===== config.mk =====
export PLATFORM = sky130hd
export DESIGN_NAME = cmp_arbiter
export DESIGN_NICKNAME = d
export VERILOG_FILES = /design/src/rtl/cmp_arbiter.sv
export SDC_FILE = /design/constraint.sdc
export NUM_CORES = 1
export LEC_CHECK = 0
export ABC_CLOCK_PERIOD_IN_PS = 4000
export CAP_MARGIN = 25
export CORE_ASPECT_RATIO = 1.1
export CORE_MARGIN = 2
export CORE_UTILIZATION = 45
export DETAILED_ROUTE_END_ITERATION = 10
export MAX_ROUTING_LAYER = met4
export PLACE_DENSITY_LB_ADDON = 0.15
export SLEW_MARGIN = 20
export SYNTH_ARGS = -nofsm -noshare
export SYNTH_HDL_FRONTEND = slang
export SYNTH_SLANG_ARGS = --single-unit

===== constraint.sdc =====
create_clock -name clk -period 4 [get_ports clk]
set_input_delay 0.8 -clock clk [delete_from_list [all_inputs] [get_ports clk]]
set_output_delay 0.8 -clock clk [all_outputs]
set_load 0.01 [all_outputs]

===== src/rtl/cmp_arbiter.sv =====
// Four requesters share one 4-bit magnitude comparator through an IDLE/CMP/RSP FSM.
// Define CMP_ARB_RR_EN for round-robin arbitration; the default build uses fixed priority (0 highest).
module cmp_arbiter (
    input  logic        clk,
    input  logic        rst,
    input  logic [3:0]  req,
    input  logic [15:0] a_bus,
    input  logic [15:0] b_bus,
    output logic [3:0]  gnt,
    output logic        busy,
    output logic        rsp_valid,
    output logic [1:0]  rsp_id,
    output logic        gt,
    output logic        eq,
    output logic        sm
);

    typedef enum logic [1:0] {
        IDLE = 2'd0,
        CMP  = 2'd1,
        RSP  = 2'd2
    } state_t;

    state_t      state_q, state_d;
    logic [3:0]  gnt_q, gnt_d;
    logic [3:0]  opA_q, opA_d;
    logic [3:0]  opB_q, opB_d;
    logic [1:0]  winId_q, winId_d;
    logic        rspValid_q, rspValid_d;
    logic [1:0]  rspId_q, rspId_d;
    logic        gt_q, gt_d;
    logic        eq_q, eq_d;
    logic        sm_q, sm_d;
    logic [1:0]  winner;

`ifdef CMP_ARB_RR_EN
    logic [1:0]  rrPtr_q, rrPtr_d;
    logic [1:0]  cand;

    // Scan downwards so the candidate closest to rrPtr_q+1 is written last and wins.
    always_comb begin
        winner = 2'd0;
        cand   = 2'd0;
        for (int k = 3; k >= 0; k--) begin
            cand = rrPtr_q + 2'd1 + 2'(k);
            if (req[cand]) begin
                winner = cand;
            end
        end
    end
`else
    always_comb begin
        winner = 2'd0;
        for (int k = 3; k >= 0; k--) begin
            if (req[k]) begin
                winner = 2'(k);
            end
        end
    end
`endif

    always_comb begin
        state_d    = state_q;
        gnt_d      = 4'b0000;
        opA_d      = opA_q;
        opB_d      = opB_q;
        winId_d    = winId_q;
        rspValid_d = 1'b0;
        rspId_d    = rspId_q;
        gt_d       = 1'b0;
        eq_d       = 1'b0;
        sm_d       = 1'b0;
`ifdef CMP_ARB_RR_EN
        rrPtr_d    = rrPtr_q;
`endif
        unique case (state_q)
            IDLE: begin
                if (req != 4'b0000) begin
                    state_d = CMP;
                    gnt_d   = 4'b0001 << winner;
                    opA_d   = a_bus[{winner, 2'b00} +: 4];
                    opB_d   = b_bus[{winner, 2'b00} +: 4];
                    winId_d = winner;
`ifdef CMP_ARB_RR_EN
                    rrPtr_d = winner;
`endif
                end
            end
            CMP: begin
                // The single shared comparator works only on the latched operands.
                state_d    = RSP;
                rspValid_d = 1'b1;
                rspId_d    = winId_q;
                gt_d       = (opA_q > opB_q);
                eq_d       = (opA_q == opB_q);
                sm_d       = (opA_q < opB_q);
            end
            RSP: begin
                state_d = IDLE;
            end
            default: begin
                state_d = IDLE;
            end
        endcase
    end

    always_ff @(posedge clk) begin
        if (rst) begin
            state_q    <= IDLE;
            gnt_q      <= 4'b0000;
            opA_q      <= 4'd0;
            opB_q      <= 4'd0;
            winId_q    <= 2'd0;
            rspValid_q <= 1'b0;
            rspId_q    <= 2'd0;
            gt_q       <= 1'b0;
            eq_q       <= 1'b0;
            sm_q       <= 1'b0;
`ifdef CMP_ARB_RR_EN
            rrPtr_q    <= 2'd3;
`endif
        end else begin
            state_q    <= state_d;
            gnt_q      <= gnt_d;
            opA_q      <= opA_d;
            opB_q      <= opB_d;
            winId_q    <= winId_d;
            rspValid_q <= rspValid_d;
            rspId_q    <= rspId_d;
            gt_q       <= gt_d;
            eq_q       <= eq_d;
            sm_q       <= sm_d;
`ifdef CMP_ARB_RR_EN
            rrPtr_q    <= rrPtr_d;
`endif
        end
    end

    assign gnt       = gnt_q;
    assign busy      = (state_q != IDLE);
    assign rsp_valid = rspValid_q;
    assign rsp_id    = rspId_q;
    assign gt        = gt_q;
    assign eq        = eq_q;
    assign sm        = sm_q;

endmodule


==> impl_results.md <==
* Outcome: completed
* Final WL at ~2700 um
* Fmax at approximately 0.38 GHz
* DRC at 0
* Final Hold Vio Count at 0
* Register area share after synthesis at roughly two fifths
* Vias in the first global route at roughly 1,100
* Post-layout min period at roughly 2600 ps
* Clock latency at the later pin of the worst-skew pair at 300 ps
* Diodes inserted at 0
* HPWL Detailed at 2122 um
* CTS Hold Buffers Added at 0
* Sw Ratio at roughly a quarter
* Mapped Nets at approximately 180
* CTS HTree Levels at 1
* Reg2reg setup slack at approximately 2400 ps
* Top FF cell, synth: dfxtp_1
* Slew HR at around half
* Hold path cells at 2
* Post-CTS setup buffer count at 0
* IO Count at between 40 and 50
* Hold_ws at between 400 and 500 ps
* Internal power at around 370 uW
* Gpl congestion at around 0.85
* Critical Path Start Type: input port
* Post-Syn Instances at 140
* Worst-Margin Slew at 718.8 ps
* Wire length per cell at between 10 and 15 um
* R2R depth at 4
* Post-cts resize count at 0
* Setup TNS at 0 ps
* Final nets at approximately 220
* Critical path depth at 5
* Sequential power share at between 40% and 50%
* Ys async rst share at 0%
* Antenna violations before repair at 0
* First-pass GRT wire length at 4312 um
* Peak VDD IR at between 0.15 and 0.2 mV
* Area growth, synth to finish at 43.40%
* Num CTS Buffers at 3
* Yosys warns at 0
* Core box area at between 2000 and 2500 um^2
* Num rows at 19
* EDFF count, synth at 0
* Post-placement cell area at about 1600 um^2
* Overall power at between 500 and 600 uW
* Final Setup Violations at 0
* Fin crit share at around two thirds
* Layout cell share with drive strength beyond 1 at between 2 and 3%
* Crit-path max cell delay at 750 ps
* 1st-iter DRT viols at 31
* Total grt overflow at 0
* Clock Path Buffers at 2
* Cell family with most CP delay: simple AND/OR/NAND/NOR gates
* Mapped Area at ~1100 um^2
* Hold Crit Class: reg -> reg
* Worst EP arrival at approximately 2800 ps
* Multi-input combinational cell area at just under 600 um^2
* CP Capture Type: register
* Max Cap Viol at 0
* Tot GR Track Use at between 15 and 20%
* Pins over their slew limit at 0
* Finished Cell Area at around 1600 um^2
* Routed Antenna Nets at 0
* Filler cell count at 217
* Die Ht at ~57 um
* Num Clock Sinks at 22
* Drt pass-1 iters at 4
* Max FO, Critical Path at 21
* Root buf cell: clkbuf_4
* Vias per cell at 5.387
* Die area at ~3000 um^2
* CTS tree: done
* Buf/Inv on CP at 1
* Post-synthesis cell type count at 28
* CP cell instances: clkdlybuf4s50_1 -> nor4_1 -> or2_1 -> a221o_1 -> a21oi_1
* Clk_skew at 0.8979 ps
* Initial Utilization at 46.41%
* RSZ-0062 raised after global routing: false
* Final Util at 66.55%
* Vias at between 1,000 and 1,500
* Syn Area/Cell at 8.195 um^2
* Largest net degree at the start of global routing at 24
* P per Cell Area at 305.2 nW/um^2
* DIE WIDTH at 52.15 um
* Clk slew on worst S/H paths at around 110 ps
* Port bufs at 48
* Psw at ~130 uW
* Combinational power share at 28.5%
* Req. time, crit path at between 4000 and 5000 ps
* Leakage at about 0.65 nW
* Kind of critical path: in -> reg
* Slowest CP cell: clkdlybuf4s50_1
* Clk pwr share at 23.5%
* Register area at 440.4 um^2
* Post-synthesis register bit count at 22
==> metal layers <==
layer / routed length [um] / up-vias / GRT usage, % / part of all wire, %
li1: - / 585 / - / -
met4: 48 / 0 / 9.890 / 1.8
met5: 0 / - / - / 0
met3: 143 / 4 / 1.571 / 5.3
met1: 1196 / 503 / 22.92 / 45
met2: 1290 / 50 / 32.55 / 48
==> final cells by class <==
type,instances,area share [%]
inverters,14,3.194
well taps,31,2.357
flip-flops and latches,22,26.77
repair buffers,48,29.20
multi-input cells,93,36.27
clock buffers,4,2.205
==> stage by stage <==
step / cells / worst slack [ps]
after floorplan: 140 / 2120
after global placement: 208 / 1192
after detailed placement: 208 / 1093
after CTS: 212 / 1419
after global routing: 212 / 1215
final: 212 / 1394
==> worst reg2reg max path, cell delays in order, from the launching register on <==
cell and delay [ps]:
dfxtp_1 320, or2_1 310, or2_1 390, or3_1 400
a21oi_2 110
==> synthesized netlist by cell type, drive strengths merged (4+ instances only) <==
| library cell | number | area share (%) |
|---|---|---|
| a21oi | 7 | 3.4 |
| inv | 14 | 4.6 |
| o31ai | 4 | 2.6 |
| ha | 4 | 4.4 |
| o22ai | 7 | 3.8 |
| a221o | 14 | 12 |
| buf | 4 | 2.7 |
| nor2 | 15 | 4.9 |
| nand2 | 13 | 4.3 |
| dfxtp | 22 | 38 |
| clkbuf | 7 | 2.3 |
| o21ai | 4 | 1.7 |
==> path summary, 6_finish.rpt <==
path	start	to
worst min-delay path	opB_q[0]$_SDFFE_PP0P_	opB_q[0]$_SDFFE_PP0P_
worst max-delay path	req[1]	opB_q[0]$_SDFFE_PP0P_
worst min register to register	opB_q[0]$_SDFFE_PP0P_	opB_q[0]$_SDFFE_PP0P_
worst max register to register	state_q[1]$_SDFFE_PP0P_	winId_q[0]$_SDFFE_PP0P_
==> cell families after synthesis <==
kind of cell / Yosys count / share of synthesized area [%]
buffers and inverters: 25 / 9.596
multiplexers: 2 / 1.745
flip-flops: 22 / 38.39
AND/OR/NAND/NOR: 47 / 19.41
adder cells (fa/ha/maj): 4 / 4.362
AO/OA/AOI/OAI: 40 / 26.50
==> power by group through the flow <==
stage | logic [mW] | registers [mW] | clock network [mW]
after floorplan | 0.0808 | 0.247 | 0
after global placement | 0.137 | 0.246 | 0
after detailed placement | 0.142 | 0.246 | 0
after CTS | 0.143 | 0.241 | 0.120
after global routing | 0.157 | 0.243 | 0.129
final | 0.143 | 0.241 | 0.118
==> cells in the final DEF (no fill, tap or decap), drive strengths merged <==
master,synthesis,final
and3,1,1
o31ai,4,4
nor3b,2,2
mux2i,2,2
ha,4,4
clkbuf,7,4
nand4,1,1
o21ai,4,4
nand2b,3,3
nor3,3,3
a221o,14,14
o22ai,7,7
nor4,3,3
inv,14,14
o2111ai,1,1
nor2b,2,2
clkdlybuf4s50,0,48
or3,2,2
a21oi,7,7
nand2,13,13
dfxtp,22,22
nor2,15,15
o21bai,1,1
or2,2,2
o21a,2,2
==> flip-flops by register name, summed over array words and instances, names as in the netlist, 2 cells and up <==
signal,count
opB_q,4
opA_q,4
rsp_id,2
state_q,2
gnt,4
winId_q,2
(Power assumes the default switching activity.)
